$ cat src/rtl/decode_wide_pkg.sv
// Shared decode types: fetch packet, uop, flush packet, and the RISC-V subset decoder.
// Latency: pure types and combinational helper functions.
// Backpressure: not applicable.
package decode_wide_pkg;

  localparam int DE_MAX_LANES = 4;
  localparam logic [31:0] EBREAK_INSTR = 32'h0010_0073;

  typedef enum logic [1:0] {
    U_ILLEGAL = 2'd0,
    U_ADD     = 2'd1,
    U_ADDI    = 2'd2,
    U_EBREAK  = 2'd3
  } t_uop;

  typedef struct packed {
    logic [31:0] instr;
    logic [31:0] pc;
`ifdef SIMULATION
    logic [31:0] simid;
`endif
  } t_instr_pkt;

  typedef struct packed {
    t_uop        op;
    logic [4:0]  rd;
    logic [4:0]  rs1;
    logic [4:0]  rs2;
    logic [31:0] imm;
    logic [31:0] pc;
`ifdef SIMULATION
    logic [31:0] simid;
`endif
  } t_uinstr;

  typedef struct packed {
    logic        valid;
    logic [31:0] redirect_pc;
  } t_nuke_pkt;

  // Register fields are extracted unconditionally; only the opcode class is qualified.
  function automatic t_uinstr f_decode_rv_instr(input logic [31:0] instr);
    t_uinstr u;
    u     = '0;
    u.rd  = instr[11:7];
    u.rs1 = instr[19:15];
    u.rs2 = instr[24:20];
    u.imm = {{20{instr[31]}}, instr[31:20]};
    if (instr == EBREAK_INSTR)
      u.op = U_EBREAK;
    else if (instr[6:0] == 7'h33 && instr[14:12] == 3'd0 && instr[31:25] == 7'd0)
      u.op = U_ADD;
    else if (instr[6:0] == 7'h13 && instr[14:12] == 3'd0)
      u.op = U_ADDI;
    else
      u.op = U_ILLEGAL;
    return u;
  endfunction

  // Index of the lowest set lane, or DE_MAX_LANES when no lane is set.
  function automatic int f_first_ebreak(input logic [DE_MAX_LANES-1:0] mask);
    int idx;
    idx = DE_MAX_LANES;
    for (int i = DE_MAX_LANES - 1; i >= 0; i--) begin
      if (mask[i]) idx = i;
    end
    return idx;
  endfunction

endpackage

$ cat src/rtl/decode_wide_lane.sv
// decode_lane: one DE0 decode lane, raw instruction to uop with pc/simid carried through.
// Latency: combinational.
// Backpressure: none; the queue in decode_wide decides whether the result is kept.
module decode_lane
  import decode_wide_pkg::*;
(
  input  t_instr_pkt instr_pkt,
  output t_uinstr    uop,
  output logic       is_ebreak
);

  // Decode the instruction word and tag it with its fetch identity.
  always_comb begin
    uop    = f_decode_rv_instr(instr_pkt.instr);
    uop.pc = instr_pkt.pc;
`ifdef SIMULATION
    uop.simid = instr_pkt.simid;
`endif
    is_ebreak = (uop.op == U_EBREAK);
  end

endmodule

$ cat src/rtl/decode_wide.sv
// decode_wide: decodes up to NIN instructions per cycle into an in-order multi-push/multi-pop uop queue.
// Latency: a uop pushed at edge N is visible to ucode in cycle N+1; there is no DE0->DE1 bypass.
// Backpressure: decode_ready_de0 only when a full NIN group fits (pre-pop count); ucode pops by num_ready_uc0 credits.
module decode_wide
  import decode_wide_pkg::*;
#(
  parameter int NIN         = 2,
  parameter int NOUT        = 2,
  parameter int DEPTH       = 8,
  parameter int EBREAK_STOP = 1
) (
  input  logic                       clk,
  input  logic                       reset_n,
  input  t_nuke_pkt                  nuke_rb1,
  output logic                       decode_ready_de0,
  input  logic [NIN-1:0]             valid_fe1,
  input  t_instr_pkt [NIN-1:0]       instr_fe1,
  input  logic [$clog2(NOUT+1)-1:0]  num_ready_uc0,
  output logic [NOUT-1:0]            valid_de1,
  output t_uinstr [NOUT-1:0]         uinstr_de1,
  output logic [$clog2(DEPTH+1)-1:0] occupancy_de1
);

  localparam int PW = (DEPTH > 1) ? $clog2(DEPTH) : 1;
  localparam int CW = $clog2(DEPTH + 1);

  t_uinstr                 dec_uop [NIN];
  logic [NIN-1:0]          dec_ebreak;
  t_uinstr                 entry_q [DEPTH];
  logic [PW-1:0]           wr_ptr_q;
  logic [PW-1:0]           rd_ptr_q;
  logic [CW-1:0]           count_q;
  logic [CW-1:0]           count_next;
  logic                    ebreak_seen_q;
  logic                    ready_q;
  logic [DE_MAX_LANES-1:0] eb_mask;
  logic [NIN-1:0]          push;
  int                      first_eb;
  int                      npush;
  int                      npop;

  // Only the valid bit of the flush packet matters to decode.
  logic unused_nuke_bits;
  assign unused_nuke_bits = ^nuke_rb1.redirect_pc;

  for (genvar gi = 0; gi < NIN; gi++) begin : g_lane
    decode_lane u_lane (
      .instr_pkt (instr_fe1[gi]),
      .uop       (dec_uop[gi]),
      .is_ebreak (dec_ebreak[gi])
    );
  end

  // Ready is a register tracking the count, so it is low in reset and has no path from num_ready_uc0.
  assign decode_ready_de0 = ready_q;
  assign occupancy_de1    = count_q;

  // In-order push mask: the first valid EBREAK is kept, younger lanes in its group are dropped.
  always_comb begin
    eb_mask          = '0;
    eb_mask[NIN-1:0] = valid_fe1 & dec_ebreak;
    first_eb         = f_first_ebreak(eb_mask);
    push             = '0;
    npush            = 0;
    for (int i = 0; i < NIN; i++) begin
      push[i] = valid_fe1[i] && ready_q && !nuke_rb1.valid && !ebreak_seen_q
                && !((EBREAK_STOP != 0) && (i > first_eb));
      if (push[i]) npush = npush + 1;
    end
  end

  // Pop up to the granted credits from the oldest entries; a nuke suppresses the pop entirely.
  always_comb begin
    npop = int'(num_ready_uc0);
    if (npop > NOUT) npop = NOUT;
    if (npop > int'(count_q)) npop = int'(count_q);
    if (nuke_rb1.valid) npop = 0;
    for (int k = 0; k < NOUT; k++) begin
      valid_de1[k]  = (k < npop);
      uinstr_de1[k] = entry_q[rd_ptr_q + PW'(k)];
    end
    count_next = CW'(int'(count_q) + npush - npop);
  end

  // Queue state: storage, pointers, count, EBREAK stop flag and the registered ready.
  always_ff @(posedge clk or negedge reset_n) begin
    if (!reset_n) begin
      for (int d = 0; d < DEPTH; d++) entry_q[d] <= '0;
      wr_ptr_q      <= '0;
      rd_ptr_q      <= '0;
      count_q       <= '0;
      ebreak_seen_q <= 1'b0;
      ready_q       <= 1'b0;
    end else if (nuke_rb1.valid) begin
      wr_ptr_q      <= '0;
      rd_ptr_q      <= '0;
      count_q       <= '0;
      ebreak_seen_q <= 1'b0;
      ready_q       <= 1'b1;
    end else begin
      for (int i = 0; i < NIN; i++) begin
        if (push[i]) entry_q[wr_ptr_q + PW'(i)] <= dec_uop[i];
      end
      wr_ptr_q <= wr_ptr_q + PW'(npush);
      rd_ptr_q <= rd_ptr_q + PW'(npop);
      count_q  <= count_next;
      if ((EBREAK_STOP != 0) && |(push & dec_ebreak)) ebreak_seen_q <= 1'b1;
      ready_q  <= ((DEPTH - int'(count_next)) >= NIN);
    end
  end

`ifdef SIMULATION
  logic [31:0] instr_cnt;

  // Running total of uops accepted into the queue.
  always_ff @(posedge clk or negedge reset_n) begin
    if (!reset_n) instr_cnt <= '0;
    else          instr_cnt <= instr_cnt + 32'(npush);
  end
`endif

`ifdef ASSERT
  // Lane masks must be contiguous from lane 0; the queue can never over- or underflow.
  always @(posedge clk) begin
    if (reset_n) begin
      assert ((valid_fe1 & (valid_fe1 + NIN'(1))) == '0);
      assert ((int'(count_q) + npush) <= DEPTH);
      assert (npop <= int'(count_q));
    end
  end
`endif

endmodule

$ cat config.mk
export PLATFORM = sky130hd
export DESIGN_NAME = decode_wide
export DESIGN_NICKNAME = d
export VERILOG_FILES = /design/src/rtl/decode_wide_pkg.sv /design/src/rtl/decode_wide_lane.sv /design/src/rtl/decode_wide.sv
export SDC_FILE = /design/constraint.sdc
export NUM_CORES = 2
export LEC_CHECK = 0
export ABC_CLOCK_PERIOD_IN_PS = 8500
export BUFFER_PORTS_ARGS = -buffer_cell sky130_fd_sc_hd__buf_2
export CORE_MARGIN = 3
export CORE_UTILIZATION = 60
export CTS_CLUSTER_SIZE = 24
export DETAILED_ROUTE_END_ITERATION = 8
export MAX_ROUTING_LAYER = met4
export PLACE_DENSITY = 0.85
export SYNTH_ARGS = -nofsm -noshare
export SYNTH_HDL_FRONTEND = slang
export SYNTH_SLANG_ARGS = --single-unit
export TNS_END_PERCENT = 10
$ cat constraint.sdc
create_clock -name clk -period 8.5 [get_ports clk]
set_input_delay 0 -clock clk [delete_from_list [all_inputs] [get_ports clk]]
set_output_delay 0 -clock clk [all_outputs]
set_load 0.01 [all_outputs]
==> flow_metrics.tcl <==
set metrics [dict create \
    drt-vias-per-instance 7.85 \
    pre_cts_ws_ps 3500 \
    ant_nets 0 \
    r2r_start "wr_ptr_q[0]$_DFF_PN0_" \
    setup_viol 0 \
    crit_start "instr_fe1[53]" \
    p_leak_nw 19.2 \
    slew_headroom 0.0974 \
    synth_warnings 0 \
    cts.sinks 660 \
    clk_latency_ps 650 \
    hp-start "instr_fe1[60]" \
    antenna_found_initial 20 \
    synth_seq_cells 660 \
    pwr-share-comb 0.440 \
    ys.flop_type "dfrtp_1" \
    ctsResizeCount 0 \
    internal_power_mw 9.42 \
    maxCapViolations 0 \
    ios 336 \
    syn_nets 3249 \
    core-area_um2 61000 \
    vias 33500 \
    dp_hpwl_um 76500 \
    synthToLayoutAreaGrowth_pct 16.5 \
    cts_tree "yes" \
    timing.fmax_mhz 196 \
    total_power_mw 15.0 \
    clockBufferDepth 3 \
    powerDensity_nw_per_um2 344 \
    final_cell_mix "dfrtp_1 (657), mux4_2 (324), buf_2 (301)" \
    nNetsFinal 3543 \
    grt_use_total 0.435 \
    final_common_cell "dfrtp_1" \
    cp_slowest_stage_delay_ps 930 \
    placed_cell_area_um2 39500 \
    die_width_um 256 \
    p_sw_frac 0.373 \
    ys_seq_area_frac 0.441 \
    critical_path_required_ps 8970 \
    cp_cell_sequence "dlygate4sd3_1 > buf_2 > nor4b_2 > nand4_1 > nor3_2 > nor2_1 > ha_1 > inv_1 > ha_1 > inv_1 > ha_1 > inv_1 > fa_1 > inv_1 > ha_1 > nor2_1 > o2111ai_1 > mux2i_1 > o31ai_1" \
    ir_worst_vdd_mv 0.284 \
    drc 6 \
    p_switching_mw 5.61 \
    grt_setup_unrepaired "false" \
    finalWorstSetupSlack_ps 3390 \
    wire_per_inst_um 32.6 \
    critPathKind "input pin to register" \
    netlist_instances 3064 \
    grt_pass1_vias 35400 \
    grt_pass1_wl_um 211000 \
    grt_max_degree 207 \
    cts_buffers 70 \
    synthDistinctLibCells 69 \
    status "finished, violations left" \
    dieArea_um2 65500 \
    cp_slowest_cell "nor3_2" \
    hold_viol 0 \
    hp-class "input pin to register" \
    violations "DRC" \
    ys_async_sr_fraction 1.00 \
    power_frac_clock 0.213 \
    die_y_um 256 \
    period_needed_ps 5110 \
    fin_crit_sh 0.601 \
    stdcell_area_um2 43700 \
    cp_max_fo 9 \
    cts_htree_levels 3 \
    synth_area_um2 37500 \
    initial_core_util 0.614 \
    synth_edf_count 0 \
    worst-endpoint-arrival_ps 5580 \
    fin_setup_tns_ps 0 \
    dr.pass1.iters 9 \
    crit_family "simple AND/OR/NAND/NOR gates" \
    io_buffers 303 \
    finish.utilization 0.715 \
    drt-total-wl_um 139000 \
    root_buffer "clkbuf_16" \
    gp_congestion 0.944 \
    path_clk_slew_ps 60 \
    drive_gt1_frac 0.328 \
    fin_worst_skew_ps 21.7 \
    num_rows 90 \
    crit_buf_inv 6 \
    seqPwrFrac 0.347 \
    grt_overflow_total 0 \
    synth_area_per_cell_um2 12.2 \
    start_kind "input pin" \
    drtIter0Drc 6246 \
    worstMarginPinSlew_ps 1340 \
    crit_path_end_kind "register" \
    drv_slew 0 \
]
==> synth_stat cells (48+ instances only) <==
library cell	n	area, µm²
a21o_1	95	713
a21oi_1	134	671
a221o_1	48	480
a222oi_1	72	721
a22oi_1	191	1430
buf_1	53	199
buf_2	71	355
clkbuf_1	183	687
dfrtp_1	660	16500
inv_1	114	428
mux2_2	164	1850
mux4_2	324	7300
nand2_1	120	450
nor2_1	288	1080
o21a_1	194	1460
o221a_2	97	1090
==> layer usage <==
metal / vias to the layer above / GRT usage / part of all wire
li1: 12600 / - / -
met3: 1042 / 0.194 / 0.17
met5: - / - / 0
met2: 3495 / 0.611 / 0.44
met4: 0 / 0.294 / 0.078
met1: 16400 / 0.502 / 0.31
==> repair_timing <==
| item | CTS | global route |
|---|---|---|
| hold buffers | 167 | 0 |
| buffers inserted | 0 | 0 |
| endpoints found under the hold margin | 478 | 0 |
==> path summary, 6_finish.rpt <==
path                       cells past startpoint                          to  slack, ps
setup / recovery                              19  decode_ready_de0$_DFF_PN0_       3390
hold / removal                                 4    entry_q[121]$_DFFE_PN0N_         30
setup reg to reg                               7    entry_q[268]$_DFFE_PN0N_       3660
hold reg to reg                                1    entry_q[462]$_DFFE_PN0N_        490
max in group asynchronous                      5    entry_q[117]$_DFFE_PN0N_       6070
min in group asynchronous                      4    entry_q[318]$_DFFE_PN0N_        510
==> logic make-up (layout without fill, tap and decap cells) <==
group                      Yosys count  after routing  synth area share
xor gates and xnor gates             8              8           0.00187
DFF                                660            660             0.441
muxes                              489            489             0.244
buffers and inverters              423            772            0.0448
AOI/OAI and AO/OA                  935            935             0.199
other                                1             25          0.000100
and+or+nand+nor                    530            530            0.0628
adders and majority gates           18             18           0.00681
==> power by group through the flow <==
| stage | clock, mW | combinational, mW | sequential, mW |
|---|---|---|---|
| finish | 3.20 | 6.61 | 5.22 |
| global route | 3.34 | 6.93 | 5.30 |
| CTS | 3.20 | 6.37 | 5.13 |
| detailed placement | 0 | 6.13 | 5.17 |
| global placement | 0 | 5.94 | 5.00 |
| floorplan | 0 | 4.40 | 4.77 |
==> flip-flops by register name, summed over array words and instances, names as in the netlist <==
register          cells
rd_ptr_q              3
occupancy_de1         4
decode_ready_de0      1
wr_ptr_q              3
entry_q             648
ebreak_seen_q         1
==> worst register-to-register path, cell delays in order (launching register included) <==
cell and delay, ps:
dfrtp_1 700, ha_2 320, xor2_1 270, nand4_1 540
o21ai_4 950, buf_4 950, o221a_2 480, dlygate4sd3_1 570
==> stage by stage <==
step | instances | hold slack (ps)
after floorplan | 3064 | -296
after global placement | 3947 | -29.4
after detailed placement | 3947 | -22.1
after CTS | 4241 | 3.12
after global routing | 4261 | 11.6
final | 4265 | 28.1
==> layout make-up <==
type,count,area [µm²]
multi-input cells,1981,19500
fillers,3800,17400
flip-flops and latches,660,16500
repair buffers,530,3690
clock buffers,102,2060
well taps,828,1040
inverters,115,432
clock inverters,25,315
diodes,24,60.1
Note: power is estimated with default switching activity, not from simulation.
